$ cat src/rtl/host_cmd_master.sv
// Host-side UART command initiator: serializes one command frame to a byte
// transmitter, then gathers the response bytes (or times out) and reports them.
module host_cmd_master #(
  parameter int TIMEOUT_CYC = 65535
) (
  input  logic        clk,
  input  logic        rst,
  input  logic        cmd_valid,
  output logic        cmd_ready,
  input  logic [1:0]  cmd_type,
  input  logic [7:0]  cmd_addr,
  input  logic [7:0]  cmd_data,
  input  logic [7:0]  cmd_op_a,
  input  logic [7:0]  cmd_op_b,
  input  logic [7:0]  cmd_fun,
  output logic [7:0]  tx_data,
  output logic        tx_valid,
  input  logic        tx_ready,
  input  logic [7:0]  rx_data,
  input  logic        rx_valid,
  output logic        rsp_valid,
  output logic [15:0] rsp_data,
  output logic        rsp_timeout,
  output logic        busy
);
  localparam int TW = $clog2(TIMEOUT_CYC + 1);

  typedef enum logic [1:0] {IDLE, SEND, WAIT_RSP, DONE} state_t;

  state_t          state, state_nxt;
  logic [3:0][7:0] frame;
  logic [1:0]      typ;
  logic [2:0]      len;
  logic [1:0]      exp_cnt, idx, cnt;
  logic [TW-1:0]   timer;
  logic [1:0][7:0] rxb, rxb_nxt;
  logic [15:0]     rsp_q, asm_data;
  logic            to_q, to_nxt;
  logic            accept, tx_hs, last_tx, rx_take, enter_done;

  assign accept     = (state == IDLE) && cmd_valid;
  assign tx_hs      = (state == SEND) && tx_ready;
  assign last_tx    = ({1'b0, idx} == (len - 3'd1));
  assign rx_take    = (state == WAIT_RSP) && rx_valid;
  assign enter_done = (state_nxt == DONE) && (state != DONE);

  always_ff @(posedge clk or posedge rst) begin
    if (rst) state <= IDLE;
    else     state <= state_nxt;
  end

  always_comb begin
    state_nxt = state;
    to_nxt    = 1'b0;
    case (state)
      IDLE:     if (cmd_valid) state_nxt = SEND;
      SEND:     if (tx_ready && last_tx) state_nxt = (exp_cnt == 2'd0) ? DONE : WAIT_RSP;
      WAIT_RSP: begin
        // A byte landing on the expiry cycle wins over the timeout.
        if (rx_valid) begin
          if ((cnt + 2'd1) == exp_cnt) state_nxt = DONE;
        end else if (timer == TW'(TIMEOUT_CYC - 1)) begin
          state_nxt = DONE;
          to_nxt    = 1'b1;
        end
      end
      DONE:     state_nxt = IDLE;
      default:  state_nxt = IDLE;
    endcase
  end

  // Assemble the response including a byte arriving this cycle; missing bytes stay 0.
  always_comb begin
    rxb_nxt = rxb;
    if (rx_take) rxb_nxt[cnt[0]] = rx_data;
    case (typ)
      2'd0:    asm_data = 16'h0000;
      2'd1:    asm_data = {8'h00, rxb_nxt[0]};
      default: asm_data = {rxb_nxt[1], rxb_nxt[0]};
    endcase
  end

  always_ff @(posedge clk or posedge rst) begin
    if (rst) begin
      frame   <= '0;
      typ     <= '0;
      len     <= '0;
      exp_cnt <= '0;
      idx     <= '0;
      cnt     <= '0;
      timer   <= '0;
      rxb     <= '0;
      rsp_q   <= '0;
      to_q    <= 1'b0;
    end else begin
      if (accept) begin
        typ   <= cmd_type;
        idx   <= '0;
        cnt   <= '0;
        timer <= '0;
        rxb   <= '0;
        case (cmd_type)
          2'd0:    begin frame <= {8'h00, cmd_data, cmd_addr, 8'hAA};    len <= 3'd3; exp_cnt <= 2'd0; end
          2'd1:    begin frame <= {8'h00, 8'h00, cmd_addr, 8'hBB};       len <= 3'd2; exp_cnt <= 2'd1; end
          2'd2:    begin frame <= {cmd_fun, cmd_op_b, cmd_op_a, 8'hCC};  len <= 3'd4; exp_cnt <= 2'd2; end
          default: begin frame <= {8'h00, 8'h00, cmd_fun, 8'hDD};        len <= 3'd2; exp_cnt <= 2'd2; end
        endcase
      end
      if (tx_hs) begin
        idx <= idx + 2'd1;
        if (last_tx) begin
          timer <= '0;
          cnt   <= '0;
        end
      end
      if (state == WAIT_RSP) begin
        if (rx_valid) begin
          rxb   <= rxb_nxt;
          cnt   <= cnt + 2'd1;
          timer <= '0;
        end else if (timer != {TW{1'b1}}) begin
          timer <= timer + TW'(1);
        end
      end
      if (enter_done) begin
        rsp_q <= asm_data;
        to_q  <= to_nxt;
      end
    end
  end

  assign cmd_ready   = (state == IDLE);
  assign busy        = (state != IDLE);
  assign tx_valid    = (state == SEND);
  assign tx_data     = frame[idx];
  assign rsp_valid   = (state == DONE);
  assign rsp_data    = rsp_q;
  assign rsp_timeout = to_q;
endmodule

$ cat config.mk
export PLATFORM = sky130hd
export DESIGN_NAME = host_cmd_master
export DESIGN_NICKNAME = d
export VERILOG_FILES = /design/src/rtl/host_cmd_master.sv
export SDC_FILE = /design/constraint.sdc
export NUM_CORES = 1
export LEC_CHECK = 0
export CAP_MARGIN = 20
export CORE_MARGIN = 4
export CORE_UTILIZATION = 45
export DETAILED_ROUTE_END_ITERATION = 10
export GPL_ROUTABILITY_DRIVEN = 0
export PLACE_DENSITY = 0.68
export SLEW_MARGIN = 0
export SYNTH_ARGS = -nofsm -noshare
export SYNTH_HDL_FRONTEND = slang
export SYNTH_SLANG_ARGS = --single-unit
export TNS_END_PERCENT = 20
$ cat constraint.sdc
create_clock -name clk -period 5.3 [get_ports clk]
set_input_delay 0.795 -clock clk [delete_from_list [all_inputs] [get_ports clk]]
set_output_delay 0.795 -clock clk [all_outputs]
set_load 0.02 [all_outputs]
==> results of run 1 <==
[power breakdown]
part	leakage [nW]	total [mW]	internal, mW	switching, mW
clock network	0.103	0.506	0.265	0.241
registers	1.20	1.03	0.872	0.162
logic	1.26	1.01	0.507	0.503
[kinds of logic after synthesis]
| kind of cell | Yosys count | synth area share (%) |
|---|---|---|
| buffers and inverters | 33 | 3.248 |
| muxes | 41 | 12.60 |
| xor gates and xnor gates | 13 | 2.526 |
| and+or+nand+nor | 177 | 17.55 |
| AOI/OAI and AO/OA | 90 | 13.27 |
| DFF | 90 | 49.97 |
| adders and majority gates | 3 | 0.8330 |
[final cells by class]
cell class	instances	area (um2)	share of cell area, %
Timing Repair Buffer	86	865.8	15.33
Clock inverter	6	91.34	1.618
Inverter	10	38.79	0.6869
Tap cell	133	166.4	2.947
Multi-Input combinational cell	324	2108	37.34
Sequential cell	90	2252	39.88
Clock buffer	9	123.9	2.194
[registers in the layout, indices dropped and copies added (netlist names)]
name / count
idx: 2
cnt: 2
exp_cnt: 2
timer: 16
frame: 28
typ: 2
state: 2
rxb: 16
rsp_timeout: 1
rsp_data: 16
len: 3
[worst max-delay path by stage]
stage	slack [ns]	to	from
after floorplan	2.17	cnt[0]$_DFF_PP0_	rst
after global placement	1.73	rsp_data[13]$_DFFE_PP0P_	cmd_valid
after detailed placement	1.68	rsp_data[13]$_DFFE_PP0P_	cmd_valid
after CTS	2.07	rsp_data[13]$_DFFE_PP0P_	cmd_valid
after global routing	2.00	rsp_data[13]$_DFFE_PP0P_	idx[0]$_DFFE_PP0P_
final	2.21	tx_data[4]	idx[0]$_DFFE_PP0P_
[worst min-delay path: stages, from the launching register on]
cell and delay, ns:
dfrtp_1 0.35, nand2_1 0.05, o31ai_1 0.05
[stage by stage]
| stage | instances | instance area (um2) |
|---|---|---|
| after floorplan | 447 | 4507 |
| after global placement | 642 | 5411 |
| after detailed placement | 642 | 5411 |
| after CTS | 657 | 5627 |
| after global routing | 658 | 5647 |
| final | 658 | 5647 |
[Yosys cell counts, drive strengths merged (2+ instances only)]
cell type / number
and3: 5
and2: 2
dfrtp: 90
o21a: 2
o21ai: 29
inv: 10
a21boi: 8
buf: 6
a31oi: 4
a22o: 8
nand2b: 7
nand3b: 2
o41ai: 3
mux2: 16
a211o: 2
ha: 3
mux2i: 17
a41oi: 2
nand4: 4
o211ai: 3
o31ai: 9
nor4: 2
nand3: 13
mux4: 8
nor3: 2
clkbuf: 17
a21oi: 11
and4: 2
nand2: 108
xor2: 8
o2111ai: 2
nor2: 25
xnor2: 5
[layer usage]
| layer | up-vias | wire length [um] | global-route usage [%] |
|---|---|---|---|
| li1 | 1711 | - | - |
| met1 | 1705 | 4541 | 24.16 |
| met2 | 100 | 4597 | 28.11 |
| met3 | 15 | 584 | 3.642 |
| met4 | 0 | 131 | 6.943 |
| met5 | - | 0 | 0 |
==> flow_summary.json, run 1 <==
{
  "seq_area_frac_synth_pct": 49.97,
  "areaGrowthSynthToFinish_pct": 25.29,
  "cp_num_buf_inv": 1,
  "ys_ff_latch": 90,
  "netlist.area_leader.share_pct": 49.97,
  "clkSinkCount": 90,
  "synthFlopType": "dfrtp_1",
  "avgRoutedWirePerCell_um": 14.98,
  "grt_max_degree": 57,
  "worst_slew_pin_slew_ns": 0.9458,
  "antenna_found_initial": 0,
  "htree_levels": 3,
  "drc": 0,
  "synth_cell_types": 52,
  "cp_num_cells": 2,
  "r2r-end": "rsp_data[13]$_DFFE_PP0P_",
  "hp-start": "frame[21]$_DFFE_PP0P_",
  "synth_top_area_cell": "dfrtp_1",
  "layout-drive-gt1-share_pct": 7.810,
  "min_path_type": "reg2reg",
  "via_count": 3531,
  "fin_crit_sh_pct": 58.23,
  "synth_edf_count": 0,
  "dp_hpwl_um": 7205,
  "crit_type": "reg2out",
  "cp.arrival_ns": 2.29,
  "post_cts_resized": 0,
  "die_w_um": 108.1,
  "layout_common_cells": "nand2_1 (108), dfrtp_1 (90), clkdlybuf4s50_1 (83)",
  "timing.hold.ws_ns": 0.4780,
  "start_kind": "flip-flop",
  "power.density_mw_per_mm2": 451.7,
  "clockRootBuffer": "clkbuf_8",
  "cts.reportedPaths.clkPinSlew_ns": 0.08,
  "dr.pass1.iters": 4,
  "cts_tree": "built",
  "setup_viol": 0,
  "finalCriticalPeriod_ns": 3.086,
  "power.total_mw": 2.551,
  "slew_headroom_pct": 36.94,
  "yosysWarnings": 0,
  "rsz0062_at_grt": "false",
  "final_util_pct": 57.77,
  "synthCells": 447,
  "io_pins": 84,
  "die_area_mm2": 0.01168,
  "drt.antenna.violating_nets": 0,
  "reg2reg_depth": 5,
  "synth_area_per_cell_um2": 10.08,
  "async_flop_share_pct": 100.0,
  "peakVddDrop_mv": 0.2123,
  "grt.overflow.total": 0,
  "timing.rr.start": "idx[0]$_DFFE_PP0P_",
  "cp_slowest_cell": "dfrtp_1",
  "place_ws_ns": 1.676,
  "clockBufferDepth": 2,
  "core_mm2": 0.009774,
  "leakage_nw": 2.567,
  "grt_usage_pct": 17.78,
  "synthTopCellsByArea": "dfrtp_1 (50%), nand2_1 (9.0%), mux4_2 (4.0%)",
  "cp_top_family": "flip-flops",
  "drtIter0Drc": 148,
  "finalSetupTns_ns": 0,
  "clk-insertion-delay-late_ns": 0.36,
  "synth_fp_nets": 505,
  "numCtsBuffers": 9,
  "outcome": "complete, no violations",
  "cp_max_fo": 13,
  "rows": 36,
  "endpoint_kind": "primary output",
  "cp.required_ns": 4.51,
  "fin_nets": 579,
  "clock_skew_ns": 0.01401,
  "maxSlewViolCount": 0,
  "antenna_cells": 0,
  "viasPerCell": 5.366,
  "path_cells": "mux4_2 > clkdlybuf4s50_1",
  "numPortBuffers": 83,
  "cap_violations": 0,
  "wl_um": 9855,
  "syn-cell-area_mm2": 0.004507,
  "layout_setup_ws_ns": 2.214,
  "ctsHoldBuffers": 0,
  "holdPathStages": 2,
  "final_common_cell": "nand2_1",
  "hold_viol": 0,
  "n_fill_cell": 884,
  "timing.fmax_ghz": 0.3241,
  "start_util_pct": 46.11,
  "grt_pass1_wl_um": 16490,
  "slowest_delay_ns": 0.76,
  "hold_path_end": "frame[21]$_DFFE_PP0P_",
  "reg2reg_slack_ns": 2.30,
  "fp.dieH_um": 108.1,
  "cts_setup_buffers": 0,
  "grt_pass1_vias": 3483
}
Note: power is estimated with default switching activity, not from simulation.
==> run 2: changes to the inputs <==
clock period = 3 ns   (was 5.3 ns; I/O delays follow)
==> run 2 against run 1 <==
  * Cell count increased by 0.91%
  * Largest power group is now combinational logic
  * Count of clock-buffer cells in the layout increased by 3
  * Non-clock buffer count increased by 6
  * Global-route usage increased by 0.44 points
  * First-iteration DRC count decreased by 8.1%
  * Worst setup slack got worse by 1.7 ns
  * Sequential power increased by 75%
  * Clock skew increased by 0.0038 ns
==> flow_summary.json, run 2 (same netlist as run 1, synthesis figures left out) <==
{
  "cts_setup_buffers": 0,
  "rsz0062_at_grt": "false",
  "antenna_found_initial": 0,
  "viasPerCell": 5.276,
  "grt.overflow.total": 0,
  "ctsHoldBuffers": 0,
  "via_count": 3503,
  "numPortBuffers": 83,
  "drt.antenna.violating_nets": 0,
  "clkSinkCount": 90,
  "place_ws_ns": 0.3786,
  "cts_tree": "built",
  "reg2reg_slack_ns": 0.57,
  "final_util_pct": 58.23,
  "htree_levels": 3,
  "clk-insertion-delay-late_ns": 0.35,
  "antenna_cells": 0,
  "clockRootBuffer": "clkbuf_8",
  "start_util_pct": 46.11,
  "avgRoutedWirePerCell_um": 15.14,
  "finalCriticalPeriod_ns": 2.515,
  "clockBufferDepth": 2,
  "slew_headroom_pct": 56.74,
  "min_path_type": "in2async",
  "fin_nets": 585,
  "fin_crit_sh_pct": 83.84,
  "core_mm2": 0.009774,
  "dp_hpwl_um": 7299,
  "grt_pass1_wl_um": 16870,
  "layout_setup_ws_ns": 0.4849,
  "setup_viol": 0,
  "crit_type": "reg2out",
  "final_common_cell": "nand2_1",
  "drc": 0,
  "dp.cells": 649,
  "cp_max_fo": 12,
  "fp.dieH_um": 108.1,
  "cp.required_ns": 2.55,
  "hold_viol": 0,
  "placed_cell_area_mm2": 0.005489,
  "fin_area_mm2": 0.005692,
  "power.density_mw_per_mm2": 789.8,
  "areaGrowthSynthToFinish_pct": 26.29,
  "die_area_mm2": 0.01168,
  "leakage_nw": 2.601,
  "maxSlewViolCount": 0,
  "die_w_um": 108.1,
  "layout_common_cells": "nand2_1 (108), dfrtp_1 (90), clkdlybuf4s50_1 (83)",
  "start_kind": "flip-flop",
  "grt_pass1_vias": 3560,
  "finalSetupTns_ns": 0,
  "stdcell_count": 664,
  "outcome": "complete, no violations",
  "io_pins": 84,
  "top_register": "frame",
  "worst_slew_pin_slew_ns": 0.6482,
  "post_cts_resized": 0,
  "peakVddDrop_mv": 0.3535,
  "dr.pass1.iters": 4,
  "rows": 36,
  "clock_skew_ns": 0.01783,
  "cap_violations": 0,
  "cts.reportedPaths.clkPinSlew_ns": 0.09,
  "cp.arrival_ns": 2.07,
  "drtIter0Drc": 136,
  "wl_um": 10060,
  "layout-drive-gt1-share_pct": 8.663,
  "grt_usage_pct": 18.22,
  "timing.fmax_ghz": 0.3976,
  "largest_reg_flops": 28,
  "numCtsBuffers": 9,
  "endpoint_kind": "primary output",
  "grt_max_degree": 56
}
-- run 2: changes by cell type in the layout (fill, tap and decap cells not counted) --
cell	delta
buf_12	+1
buf_4	+5
bufinv_16	-1
clkbuf_1	+1
clkbuf_8	+2
clkinv_2	-1
clkinv_4	+1
clkinvlp_4	-2
inv_6	+1
inv_8	-1
-- run 2: area by class of cell --
cell class	instances	area (um2)
Multi-Input combinational cell	324	2108
Inverter	10	38.79
Timing Repair Buffer	92	923.4
Tap cell	133	166.4
Fill cell	866	4083
Sequential cell	90	2252
Clock buffer	12	155.1
Clock inverter	3	47.55
-- run 2: critical path: stages (launching register included) --
cell and delay [ns]:
dfrtp_1 0.36, buf_4 0.24, mux4_2 0.55, clkdlybuf4s50_1 0.56
-- run 2: layer usage --
| metal | track usage (%) | vias up | part of all wire (%) |
|---|---|---|---|
| met5 | 0 | - | 0 |
| met4 | 6.222 | 0 | 1.6 |
| met3 | 4.776 | 13 | 6.2 |
| met2 | 29.26 | 81 | 47 |
| met1 | 24.05 | 1681 | 46 |
| li1 | - | 1728 | - |
-- run 2: through the flow --
| stage | power (mW) | hold WS, ns |
|---|---|---|
| 3_3_place_gp | 3.641 | 0.4560 |
| 4_1_cts | 4.536 | 0.4798 |
| 5_1_grt | 4.802 | 0.5004 |
| 2_1_floorplan | 2.992 | 0.4415 |
| 3_5_place_dp | 3.687 | 0.4617 |
| 6_report | 4.495 | 0.4785 |
-- run 2: path summary, 6_finish.rpt --
path / end / depth (start not counted) / from
setup reg to reg: rsp_data[10]$_DFFE_PP0P_ / 8 / len[0]$_DFFE_PP0P_
min in group clk: rxb[2]$_DFF_PP0_ / 2 / rxb[2]$_DFF_PP0_
setup / recovery: tx_data[6] / 3 / idx[0]$_DFFE_PP0P_
hold / removal: len[0]$_DFFE_PP0P_ / 2 / rst
hold reg to reg: rxb[2]$_DFF_PP0_ / 2 / rxb[2]$_DFF_PP0_
max in group asynchronous: frame[15]$_DFFE_PP0P_ / 3 / rst
-- run 2: power by group --
| group | total [mW] | internal [mW] | switching, mW |
|---|---|---|---|
| clock | 0.854 | 0.432 | 0.422 |
| sequential | 1.80 | 1.54 | 0.261 |
| combinational | 1.84 | 0.914 | 0.925 |
==> run 3: changes to the inputs <==
PLACE_DENSITY = 0.71   (was 0.68)
clock period = 2.1 ns   (was 3 ns; I/O delays follow)
==> run 3 against run 2 <==
  * The flow now finishes with violations (setup timing)
  * Global-route usage is 0.96 points higher
  * Die area stayed put
  * Sequential share of layout area is 2.6 points lower
  * Total power is 55% higher
  * Count of clock-buffer cells in the layout is 3 lower
  * Cell count is 5.1% higher
  * Via count is 6.0% higher
  * Register-to-register slack worse by 0.62 ns
  * Worst setup slack worse by 0.54 ns
==> flow_summary.json, run 3 (same netlist as run 1, synthesis figures left out) <==
{
  "slew_headroom_pct": 60.86,
  "cts_tree": "built",
  "numCtsBuffers": 9,
  "reg2reg_slack_ns": -0.05,
  "peakVddDrop_mv": 0.5626,
  "die_area_mm2": 0.01168,
  "rows": 36,
  "placed_cell_area_mm2": 0.005734,
  "start_kind": "flip-flop",
  "drt.antenna.violating_nets": 0,
  "fin_area_mm2": 0.006092,
  "clkSinkCount": 90,
  "antenna_cells": 0,
  "dp_hpwl_um": 7792,
  "grt_usage_pct": 19.18,
  "cp.arrival_ns": 2.41,
  "die_w_um": 108.1,
  "wl_um": 10600,
  "avgRoutedWirePerCell_um": 15.18,
  "via_count": 3713,
  "layout_setup_ws_ns": -0.05297,
  "leakage_nw": 2.831,
  "cp_top_family": "compound AO/OA/AOI/OAI gates",
  "slowest_delay_ns": 0.37,
  "min_path_type": "in2async",
  "cp.required_ns": 2.35,
  "layout_common_cells": "nand2_1 (108), dfrtp_1 (90), clkdlybuf4s50_1 (73)",
  "layout-drive-gt1-share_pct": 18.23,
  "outcome": "finished, violations left",
  "fin_crit_sh_pct": 102.5,
  "viasPerCell": 5.319,
  "maxSlewViolCount": 0,
  "drc": 0,
  "power.density_mw_per_mm2": 1147,
  "place_ws_ns": -0.3593,
  "top_register": "frame",
  "areaGrowthSynthToFinish_pct": 35.17,
  "antenna_found_initial": 0,
  "htree_levels": 3,
  "n_fill_cell": 829,
  "largest_reg_flops": 28,
  "setup_viol": 16,
  "fp.dieH_um": 108.1,
  "violations": "setup timing",
  "dr.pass1.iters": 4,
  "finalSetupTns_ns": -0.4015,
  "cts.reportedPaths.clkPinSlew_ns": 0.11,
  "cp_num_buf_inv": 2,
  "core_mm2": 0.009774,
  "crit_type": "reg2reg",
  "grt_pass1_wl_um": 17680,
  "clock_skew_ns": 0.01477,
  "final_common_cell": "nand2_1",
  "grt.overflow.total": 0,
  "rsz0062_at_grt": "true",
  "clockRootBuffer": "clkbuf_8",
  "fin_nets": 618,
  "cap_violations": 0,
  "start_util_pct": 46.11,
  "hold_viol": 0,
  "timing.fmax_ghz": 0.4645,
  "clk-insertion-delay-late_ns": 0.37,
  "cp_max_fo": 8,
  "clockBufferDepth": 2,
  "worst_slew_pin_slew_ns": 0.5850,
  "drtIter0Drc": 120,
  "endpoint_kind": "flip-flop",
  "finalCriticalPeriod_ns": 2.153,
  "numPortBuffers": 83,
  "io_pins": 84,
  "grt_pass1_vias": 3758,
  "path_cells": "inv_2 > ha_4 > xor2_4 > o41ai_4 > o31a_1 > a31o_4 > buf_12 > mux2_2",
  "cp_slowest_cell": "dfrtp_1",
  "grt_max_degree": 46
}
## run 3: layer usage
layer | track usage (%) | wire length, um
met5 | 0 | 0
met4 | 4.959 | 153
met3 | 4.776 | 525
met2 | 32.33 | 5255
met1 | 24.86 | 4662
## run 3: cell type report
type / instances / area [um2] / share of cell area, %
repair buffers: 125 / 1197 / 19.65
well taps: 133 / 166.4 / 2.732
clock inverters: 7 / 72.57 / 1.191
multi-input cells: 324 / 2238 / 36.74
clock buffers: 9 / 123.9 / 2.033
inverters: 10 / 41.29 / 0.6778
flip-flops and latches: 90 / 2252 / 36.97
## run 3: what timing repair did
action,CTS,global route
setup endpoints to repair,26,27
hold endpoints to repair,0,0
setup buffers,2,1
gates resized for setup,31,22
cloned,1,0
hold buffers,0,0
pin swaps,4,0
## run 3: worst paths after layout
check                                      start                       end  cells past startpoint
hold / removal                               rst        timer[3]$_DFF_PP0_                      2
hold reg to reg            frame[21]$_DFFE_PP0P_     frame[21]$_DFFE_PP0P_                      2
setup / recovery              len[0]$_DFFE_PP0P_  rsp_data[13]$_DFFE_PP0P_                      8
max in group asynchronous                    rst     frame[12]$_DFFE_PP0P_                      3
setup reg to reg              len[0]$_DFFE_PP0P_  rsp_data[13]$_DFFE_PP0P_                      8
min in group clk           frame[21]$_DFFE_PP0P_     frame[21]$_DFFE_PP0P_                      2
## run 3: worst register-to-register path, delay by kind of cell, from the launching register on
kind / cells / cell delay [ns]
AO/OA/AOI/OAI: 3 / 0.77
XOR/XNOR: 1 / 0.19
adder cells (fa/ha/maj): 1 / 0.18
buffers and inverters: 2 / 0.21
flip-flops: 1 / 0.37
multiplexers: 1 / 0.33
## run 3: where the power goes
group / switching, mW / internal [mW] / total (mW)
combinational: 1.60 / 1.67 / 3.26
clock: 0.695 / 0.465 / 1.16
sequential: 0.361 / 2.20 / 2.56
total: 2.65 / 4.33 / 6.99
## run 3: stage by stage
| stage | std cells | utilization, % | hold WS, ns | power, mW |
|---|---|---|---|---|
| after floorplan | 447 | - | 0.4346 | 4.274 |
| after global placement | 678 | 58.67 | 0.4539 | 5.448 |
| after detailed placement | 678 | 58.67 | 0.4621 | 5.549 |
| after CTS | 697 | 61.79 | 0.2537 | 6.869 |
| after global routing | 698 | 62.33 | 0.2712 | 7.462 |
| final | 698 | 62.33 | 0.2529 | 6.989 |
